File: config.mk
export PLATFORM = sky130hd
export DESIGN_NAME = ibex_efpga_bridge
export DESIGN_NICKNAME = d
export VERILOG_FILES = /design/src/rtl/ibex_efpga_pkg.sv /design/src/rtl/ibex_efpga_timeout_ctr.sv /design/src/rtl/ibex_efpga_bridge.sv
export SDC_FILE = /design/constraint.sdc
export NUM_CORES = 1
export LEC_CHECK = 0
export BUFFER_PORTS_ARGS = -buffer_cell sky130_fd_sc_hd__buf_2
export CORE_MARGIN = 2
export CORE_UTILIZATION = 40
export CTS_BUF_LIST = sky130_fd_sc_hd__clkbuf_4 sky130_fd_sc_hd__clkbuf_8
export CTS_CLUSTER_DIAMETER = 60
export CTS_CLUSTER_SIZE = 10
export DETAILED_ROUTE_END_ITERATION = 7
export HOLD_SLACK_MARGIN = 0.15
export PLACE_DENSITY = 0.7
export SLEW_MARGIN = 40
export SYNTH_ARGS = -nofsm -noshare
export SYNTH_HDL_FRONTEND = slang
export SYNTH_SLANG_ARGS = --single-unit
File: constraint.sdc
create_clock -name clk_i -period 2.8 [get_ports clk_i]
set_input_delay 0.28 -clock clk_i [delete_from_list [all_inputs] [get_ports clk_i]]
set_output_delay 0.28 -clock clk_i [all_outputs]
set_load 0.01 [all_outputs]
File: src/rtl/ibex_efpga_pkg.sv
// Shared types for the Ibex <-> eFPGA bridge: FSM state encoding, operator encoding
// and the default WAIT-state cycle budget.
package ibex_efpga_pkg;

  typedef enum logic [1:0] {
    IDLE  = 2'd0,
    ISSUE = 2'd1,
    WAIT  = 2'd2,
    HOLD  = 2'd3
  } efpga_state_e;

  // Operator encoding shared with ibex_eFPGA; the bridge only latches and forwards it.
  typedef enum logic [1:0] {
    EFPGA_OP_0 = 2'd0,
    EFPGA_OP_1 = 2'd1,
    EFPGA_OP_2 = 2'd2,
    EFPGA_OP_3 = 2'd3
  } efpga_op_e;

  localparam logic [15:0] EFPGA_TIMEOUT_DEFAULT = 16'd1024;

endpackage

File: src/rtl/ibex_efpga_timeout_ctr.sv
// WAIT-state watchdog for the eFPGA bridge. Counts ticks since the last clear and
// flags expiry on the tick that sees the count at Limit-1.
module ibex_efpga_timeout_ctr #(
  parameter logic [15:0] Limit = 16'd1024
) (
  input  logic clk_i,
  input  logic rst_i,
  input  logic clear_i,
  input  logic tick_i,
  output logic expire_o
);

  logic [15:0] cnt_q;

  always_ff @(posedge clk_i) begin
    if (rst_i || clear_i) begin
      cnt_q <= 16'd0;
    end else if (tick_i) begin
      cnt_q <= cnt_q + 16'd1;
    end
  end

  assign expire_o = tick_i && (cnt_q == (Limit - 16'd1));

endmodule

File: src/rtl/ibex_efpga_bridge.sv
// Bridge between the Ibex EX stage and the eFPGA fabric: latches operands, pulses start,
// captures three results and holds done until en_i drops. Macro IBEX_EFPGA_TIMEOUT_EN adds a WAIT watchdog.
module ibex_efpga_bridge
  import ibex_efpga_pkg::*;
#(
  parameter logic [15:0] TimeoutCycles = EFPGA_TIMEOUT_DEFAULT,
  parameter logic [31:0] ErrData       = 32'h0
) (
  input  logic        clk_i,
  input  logic        rst_i,
  input  logic        en_i,
  input  logic        write_strobe_i,
  input  logic [1:0]  operator_i,
  input  logic [31:0] operand_a_i,
  input  logic [31:0] operand_b_i,
  output logic        fab_start_o,
  output logic [1:0]  fab_operator_o,
  output logic [31:0] fab_op_a_o,
  output logic [31:0] fab_op_b_o,
  input  logic        fab_valid_i,
  input  logic [31:0] fab_result_a_i,
  input  logic [31:0] fab_result_b_i,
  input  logic [31:0] fab_result_c_i,
  output logic [31:0] result_a_o,
  output logic [31:0] result_b_o,
  output logic [31:0] result_c_o,
  output logic        done_o,
  output logic        busy_o,
  output logic        err_o,
  output logic [1:0]  state_o
);

  // Handshake: write_strobe_i is accepted only in IDLE; fab_valid_i is a single-cycle
  // qualifier honoured only in WAIT; done_o stays high in HOLD until en_i is sampled low.

  efpga_state_e state_q;
  efpga_op_e    op_q;
  logic         err_q;
  logic         timeout_expire;

`ifdef IBEX_EFPGA_TIMEOUT_EN
  ibex_efpga_timeout_ctr #(
    .Limit(TimeoutCycles)
  ) u_timeout_ctr (
    .clk_i    (clk_i),
    .rst_i    (rst_i),
    .clear_i  (state_q != WAIT),
    .tick_i   (state_q == WAIT),
    .expire_o (timeout_expire)
  );
`else
  logic [15:0] unused_timeout_cycles;
  assign unused_timeout_cycles = TimeoutCycles;
  assign timeout_expire        = 1'b0;
`endif

  always_ff @(posedge clk_i) begin
    if (rst_i) begin
      state_q     <= IDLE;
      op_q        <= EFPGA_OP_0;
      fab_start_o <= 1'b0;
      fab_op_a_o  <= 32'h0;
      fab_op_b_o  <= 32'h0;
      result_a_o  <= 32'h0;
      result_b_o  <= 32'h0;
      result_c_o  <= 32'h0;
      done_o      <= 1'b0;
      err_q       <= 1'b0;
    end else begin
      fab_start_o <= 1'b0;
      case (state_q)
        IDLE: begin
          if (write_strobe_i) begin
            state_q     <= ISSUE;
            fab_start_o <= 1'b1;
            op_q        <= efpga_op_e'(operator_i);
            fab_op_a_o  <= operand_a_i;
            fab_op_b_o  <= operand_b_i;
          end
        end
        ISSUE: begin
          state_q <= en_i ? WAIT : IDLE;
        end
        WAIT: begin
          // Abort beats capture; capture beats a coincident timeout.
          if (!en_i) begin
            state_q <= IDLE;
          end else if (fab_valid_i) begin
            state_q    <= HOLD;
            result_a_o <= fab_result_a_i;
            result_b_o <= fab_result_b_i;
            result_c_o <= fab_result_c_i;
            done_o     <= 1'b1;
          end else if (timeout_expire) begin
            state_q    <= HOLD;
            result_a_o <= ErrData;
            result_b_o <= ErrData;
            result_c_o <= ErrData;
            done_o     <= 1'b1;
            err_q      <= 1'b1;
          end
        end
        HOLD: begin
          if (!en_i) begin
            state_q <= IDLE;
            done_o  <= 1'b0;
          end
        end
        default: state_q <= IDLE;
      endcase
    end
  end

  assign fab_operator_o = op_q;
  assign busy_o         = (state_q != IDLE);
  assign err_o          = err_q;
  assign state_o        = state_q;

endmodule
After elaboration in Yosys (flattened, before gate mapping)
Index checks and enable logic that the tools add are counted.

storage, ports and cells
  bits in registers = 166
  word-level logic and storage cells = 37
  input port bits = 167
  output and inout port bits = 168

operators by class
  reductions and logical operators = 8
  bitwise logic cells = 1
  equal/unequal tests = 8
  multiplexer cells = 11

operator list
  kind                                                 number
  2-to-1 mux 2 bit                                     5
  inequality test 2 bit, second input constant         4
  case mux 2 bit (4 select lines)                      1
  AND reduction 3 bit                                  2
  equality test 2 bit, second input constant           2
  2-to-1 mux 1 bit                                     4
  AND reduction 4 bit                                  1
  nonzero test 2 bit                                   2
  inequality test 3 bit, second input constant         1
  equality test 2 x 1 -> 1 bit, second input constant  1
  zero test 2 bit                                      1
  case mux 1 bit (2 select lines)                      1
  AND reduction 2 bit                                  1
  OR reduction 2 bit                                   1
  inverter 1 bit                                       1

Longest topological paths before layout
Gate-level depths: netlist of run 1.

  word-level depth = 3
  depth in mapped cells = 5
  mapped depth without buffers = 2

Least setup slack after synthesis of run 1
Ideal clock, no wire load.

  path type = reg2reg
  start = register state_q[1] (netlist: state_o[1])
  end = register result_a_o[0]
  arrival = 1.266 ns
  setup time = 0.072 ns
  slack = 1.462 ns
  stages on the path, launching flop included = 6
  cells stage by stage = dfxtp_1 > and4b_1 > buf_6 > buf_6 > buf_6 > mux2i_1

on the way
  word-level cells in the longest chain between the ends = 2

RTL lines
  item                                  RTL line                 source
  start, declared                       ibex_efpga_bridge.sv:36  efpga_state_e state_q;
  start signal, assigned                ibex_efpga_bridge.sv:82  state_q <= en_i ? WAIT : IDLE;
  equality test 2 bit                   ibex_efpga_bridge.sv:71  case (state_q)
  AND reduction 3 bit (no source line)  --
  end signal, assigned                  ibex_efpga_bridge.sv:90  result_a_o <= fab_result_a_i;
  end signal, assigned                  ibex_efpga_bridge.sv:96  result_a_o <= ErrData;
  end, declared                         ibex_efpga_bridge.sv:24  output logic [31:0] result_a_o,

No other way between the ends.
A chain may end at the register's enable or synchronous reset.

Worst setup path after layout of run 1
  start = register state_q[1] (netlist: state_o[1])
  end = register result_b_o[6]

on the way
  word-level cells in the longest chain between the ends = 2

RTL lines
  item                                  RTL line                 source
  equality test 2 bit                   ibex_efpga_bridge.sv:71
  AND reduction 3 bit (no source line)  --
  end signal, assigned                  ibex_efpga_bridge.sv:91  result_b_o <= fab_result_b_i;
  end signal, assigned                  ibex_efpga_bridge.sv:97  result_b_o <= ErrData;
  end, declared                         ibex_efpga_bridge.sv:25  output logic [31:0] result_b_o,

No other way between the ends.

==> results_dict.tcl, run 1 <==
set metrics [dict create \
    outcome "finished clean" \
    syn-cell-area_mm2 0.007361 \
    synth_edf_count 0 \
    hp-class "primary input to flip-flop" \
    syn_avg_cell_area_um2 10.22 \
    power_w 0.005225 \
    drtIter0Drc 236 \
    fin_crit_ps 1780 \
    nets 1355 \
    synthTopCellsByArea "dfxtp_1, nand2b_1, mux2i_1" \
    antennaDiodeCount 0 \
    start_util 0.4084 \
    tns_ps 0 \
    antenna_found_initial 0 \
    clock_tree.root_cell "clkbuf_8" \
    die_w_um 139.7 \
    critPathLaunch "state_o[1]$_SDFFE_PP0P_" \
    synth_flop_cell "dfxtp_1" \
    drc 0 \
    port_buffers 333 \
    synthAdderAreaFrac 0 \
    r2r_cells 3 \
    synth_top_area_frac 0.4515 \
    clock_skew_ps 14.43 \
    grtUsageTotal 0.2074 \
    cts-resized-gates 0 \
    synth_top_family_by_area "simple AND/OR/NAND/NOR gates" \
    clk_pin_slew_ps 100 \
    insertion_delay_ps 450 \
    max-slew-margin-rel 0.5912 \
    grt_pass1_vias 6618 \
    synth_xor_area_frac 0 \
    criticalPathCategory "flip-flop to flip-flop" \
    rsz0062_at_grt "false" \
    synthCells 720 \
    cts_buffers 17 \
    final_common_cell "buf_2" \
    layout-drive-gt1-share 0.3131 \
    viasPerCell 4.527 \
    leakage_nw 5.024 \
    power_density_mw_per_mm2 464.6 \
    worst_slew_pin_slew_ps 613.2 \
    clock-sinks 166 \
    drv_cap 0 \
    die_area_mm2 0.01950 \
    gp_congestion 0.7954 \
    worstSetupStartpointType "flip-flop" \
    required_ps 3180 \
    slew_violations 0 \
    timing.final.ws_setup_ps 1020 \
    vias 6474 \
    post_cts_buffers 0 \
    synth_mux_area_frac 0.2203 \
    grt_pass1_wl_um 33000 \
    path_max_fanout 22 \
    ioPinCount 335 \
    end_kind "flip-flop" \
    async_flop_share 0 \
    holdPathStages 3 \
    ys_ff_latch 166 \
    min_from "write_strobe_i" \
    drt_first_pass_iters 4 \
    overflow 0 \
    period_share 0.6357 \
    fp.dieH_um 139.7 \
    coreArea_mm2 0.01802 \
    rrSetupSlack_ps 1020 \
    synthToLayoutAreaGrowth_pct 52.78 \
    cts_tree "built" \
    yosysTopAreaCell "dfxtp_1" \
    hold_end "fab_start_o$_SDFF_PP0_" \
    synth-compound-area-share 0.003740 \
    setup_viol 0 \
    drt_wl_total_um 20720 \
    ant_nets 0 \
    hold_viol 0 \
    timing.rr.start "state_o[1]$_SDFFE_PP0P_" \
    yosysSeqAreaShare 0.4515 \
    wire_per_inst_um 14.49 \
    fmax_mhz 561.9 \
    ys_warn_count 0 \
    place_ws_ps 1065 \
    crit_arrival_ps 2160 \
    htreeDepth 4 \
    synth.net_count 887 \
    timing.rr.end "result_b_o[6]$_SDFFE_PP0P_" \
    dp_hpwl_um 12450 \
    ys_types 19 \
    synthSimpleGateAreaFrac 0.2834 \
    cts_max_path_buffers 2 \
    grt_max_degree 117 \
    ir_drop_mv 0.4037 \
    layout_common_cells "buf_2, nand2b_1, dfxtp_1" \
    core.rowCount 49 \
]
-- worst max-delay path by stage --
stage / endpoint / cells past startpoint
detailed placement: result_b_o[6]$_SDFFE_PP0P_ / 3
finish: result_b_o[6]$_SDFFE_PP0P_ / 3
global route: result_b_o[6]$_SDFFE_PP0P_ / 3
floorplan: result_a_o[0]$_SDFFE_PP0P_ / 5
CTS: result_b_o[6]$_SDFFE_PP0P_ / 3
global placement: result_b_o[7]$_SDFFE_PP0P_ / 3
-- sequential cells by signal (all words and copies together) (netlist names) --
name	flops
result_c_o	32
result_a_o	32
fab_start_o	1
fab_operator_o	2
done_o	1
fab_op_b_o	32
fab_op_a_o	32
result_b_o	32
state_o	2
-- critical path, stage by stage (launching register included) --
cell and delay, ps:
dfxtp_1 500, and4b_4 610, buf_4 350, mux2i_1 230
-- what timing repair did --
item | in CTS | in global routing
endpoints found under the hold margin | 164 | 0
setup endpoints to repair | 0 | 0
hold buffers | 164 | 0
-- per-layer routing --
metal	up-vias	routed length (um)	global-route usage	part of all wire
li1	3255	-	-	-
met1	2939	8542	0.2372	0.41
met2	225	10200	0.3630	0.49
met3	55	1267	0.05299	0.061
met4	0	707	0.09632	0.034
met5	-	0	0	0
-- cell families (layout without fill, tap and decap cells) --
kind of cell	count (synthesis)	after routing
flip-flops	166	166
buffers and inverters	56	537
AO/OA/AOI/OAI	4	4
multiplexers	162	162
AND/OR/NAND/NOR	331	331
other	1	1
-- stage by stage --
step                      hold slack, ps  std cells  area, um2  utilization
after floorplan                    435.3        720       7361            -
after global placement             454.9       1234       9150       0.5076
after detailed placement           458.9       1234       9150       0.5076
after CTS                          217.8       1430      11250       0.6239
after global routing               251.0       1430      11250       0.6239
final                              275.9       1430      11250       0.6239
-- cells in the mapped netlist, types with 2 or more instances --
| library cell | count |
|---|---|
| dfxtp_1 | 166 |
| nand2b_1 | 324 |
| buf_2 | 2 |
| and3b_1 | 2 |
| buf_6 | 6 |
| clkbuf_1 | 36 |
| buf_4 | 11 |
| mux2i_1 | 162 |
-- layout make-up --
type	count	area (um2)
repair buffers	504	3430
clock buffers	19	261.5
flip-flops and latches	166	3323
multi-input cells	498	3749
well taps	229	286.5
fillers	1424	6779
clock inverters	13	192.7
inverters	1	3.754
-- power by group --
group          total (W)  leakage (nW)  internal [W]  switching [W]
clock network    0.00196         0.217       0.00103       0.000930
logic           0.000777          3.46      0.000462       0.000315
registers        0.00248          1.35       0.00244      0.0000447
total            0.00522          5.02       0.00393        0.00129
Power figures use the tool's default switching activity.
==> run 2: changes to the inputs <==
- ABC_AREA: not set -> 1
- PLACE_DENSITY: 0.7 -> 0.74
- clock period: 2.8 -> 1.6 ns (I/O delays scaled with it)
==> run 2 against run 1 <==
Compared with the run above:
- critical path depth grew 5
- non-clock buffer count grew 15
- clock skew shrank 2.8 ps
- critical endpoint is now result_b_o[10]$_SDFFE_PP0P_
- largest cell class is now non-clock buffers
- largest power group unchanged
==> results_dict.tcl, run 2 <==
set metrics [dict create \
    synthToLayoutAreaGrowth_pct 58.80 \
    layout_common_cells "buf_2, nor2_1, nand2_1" \
    fp.dieH_um 135.5 \
    die_area_mm2 0.01835 \
    grt_pass1_vias 7681 \
    timing.rr.start "state_o[0]$_SDFFE_PP0P_" \
    end_kind "flip-flop" \
    synth.net_count 1171 \
    tns_ps 0 \
    synthTopCellsByArea "dfxtp_1, nor2_1, nand2_1" \
    fin_crit_ps 1482 \
    place_ws_ps 255.5 \
    cts_max_path_buffers 2 \
    ys_types 16 \
    core.rowCount 48 \
    dp_hpwl_um 13760 \
    grt_pass1_wl_um 36610 \
    hold_viol 0 \
    grt_max_degree 98 \
    vias 8104 \
    hp-class "primary input to flip-flop" \
    grtUsageTotal 0.2466 \
    clock_tree.root_cell "clkbuf_8" \
    criticalPathCategory "primary input to flip-flop" \
    power_density_mw_per_mm2 879.3 \
    leakage_nw 5.762 \
    viasPerCell 4.739 \
    final_common_cell "buf_2" \
    clock_skew_ps 11.61 \
    clock-sinks 166 \
    period_share 0.9265 \
    htreeDepth 4 \
    slew_violations 0 \
    drt_first_pass_iters 7 \
    yosysTopAreaCell "dfxtp_1" \
    setup_viol 0 \
    min_from "write_strobe_i" \
    layout-drive-gt1-share 0.2653 \
    drtIter0Drc 450 \
    wire_per_inst_um 13.89 \
    die_w_um 135.5 \
    timing.final.ws_setup_ps 117.6 \
    ir_drop_mv 0.6421 \
    ys_warn_count 0 \
    synth_flop_cell "dfxtp_1" \
    coreArea_mm2 0.01712 \
    ant_nets 0 \
    gp_congestion 0.7837 \
    path_max_fanout 97 \
    port_buffers 333 \
    drt_wl_total_um 23750 \
    clk_pin_slew_ps 90 \
    outcome "finished clean" \
    drv_cap 0 \
    nets 1639 \
    synth.most_common_cell "nor2_1" \
    syn-cell-area_mm2 0.006914 \
    synth_edf_count 0 \
    required_ps 1950 \
    ioPinCount 335 \
    synth_top_area_frac 0.4806 \
    worstSetupStartpointType "primary input" \
    ys_ff_latch 166 \
    critPathLaunch "fab_valid_i" \
    crit_arrival_ps 1830 \
    synthCells 1004 \
    insertion_delay_ps 450 \
    drc 0 \
    cts_buffers 17 \
    synthTopCellsByCount "nor2_1, nand2_1, dfxtp_1, inv_1, nand3_1" \
    antennaDiodeCount 0 \
    syn_avg_cell_area_um2 6.887 \
    fmax_mhz 674.6 \
    rsz0062_at_grt "false" \
    antenna_found_initial 0 \
    start_util 0.4039 \
    overflow 0 \
    async_flop_share 0 \
    yosysSeqAreaShare 0.4806 \
    post_cts_buffers 0 \
    cts_tree "built" \
]
[run 2: cell count changes in the layout (fill, tap and decap cells not counted), sizes merged, moves of 97 or more]
cell    before  now
mux2i      162    0
nand2b     324    0
nor2         1  328
inv          5  106
nand3        0   97
nand2        0  169
[run 2: metrics by stage]
step           utilization  cell area (um2)  total power (W)  std cells  hold WS, ps
6_report            0.6414            10980         0.009654       1710        301.3
5_1_grt             0.6414            10980          0.01008       1710        281.2
3_3_place_gp        0.5167             8845         0.005776       1513        385.4
3_5_place_dp        0.5167             8845         0.005801       1513        397.6
2_1_floorplan            -             6914         0.005236       1004        229.1
4_1_cts             0.6414            10980         0.009694       1710        272.6
[run 2: path summary, 6_finish.rpt]
check	depth (start not counted)	slack (ps)	endpoint
setup reg to reg	5	200	result_b_o[10]$_SDFFE_PP0P_
hold / removal	5	300	fab_operator_o[1]$_SDFFE_PP0P_
setup / recovery	8	120	result_b_o[10]$_SDFFE_PP0P_
hold reg to reg	2	480	result_a_o[5]$_SDFFE_PP0P_
[run 2: cell type report]
class	instances	area [um2]
fill	1397	6137
timing repair buffer	519	3601
sequential	166	3324
multi-input combinational	664	2898
inverter	104	392.9
clock buffer	22	290.3
tap	225	281.5
clock inverter	10	191.4
[run 2: logic make-up after synthesis]
kind of cell / count (synthesis) / synth area share
flops: 166 / 0.4806
other cells: 1 / 0.0005424
buf+inv: 174 / 0.1035
simple gates: 661 / 0.4135
compound gates: 2 / 0.001809
[run 2: worst max-delay path: stages]
cell           delay [ps]
dlygate4sd3_1         570
buf_2                 150
inv_1                  60
nor2_4                 90
buf_12                320
nand3_1               190
nand2_1               120
nor2_1                 50
[run 2: metal layers]
metal,vias up,share of wire,track usage
met5,-,0,0
li1,3972,-,-
met3,66,0.088,0.07969
met4,0,0.034,0.09838
met1,3690,0.40,0.2819
met2,376,0.48,0.4270
[run 2: power breakdown]
group	leakage, nW	internal (W)	switching, W	total, W
clock	0.237	0.00203	0.00155	0.00358
combinational	4.17	0.000819	0.000842	0.00166
sequential	1.36	0.00432	0.0000950	0.00441
total	5.76	0.00717	0.00248	0.00965
[run 2: timing repair]
action,CTS,global route
hold buffers,165,0
setup endpoints to repair,0,1
hold endpoints to repair,165,0
gates resized for setup,0,1
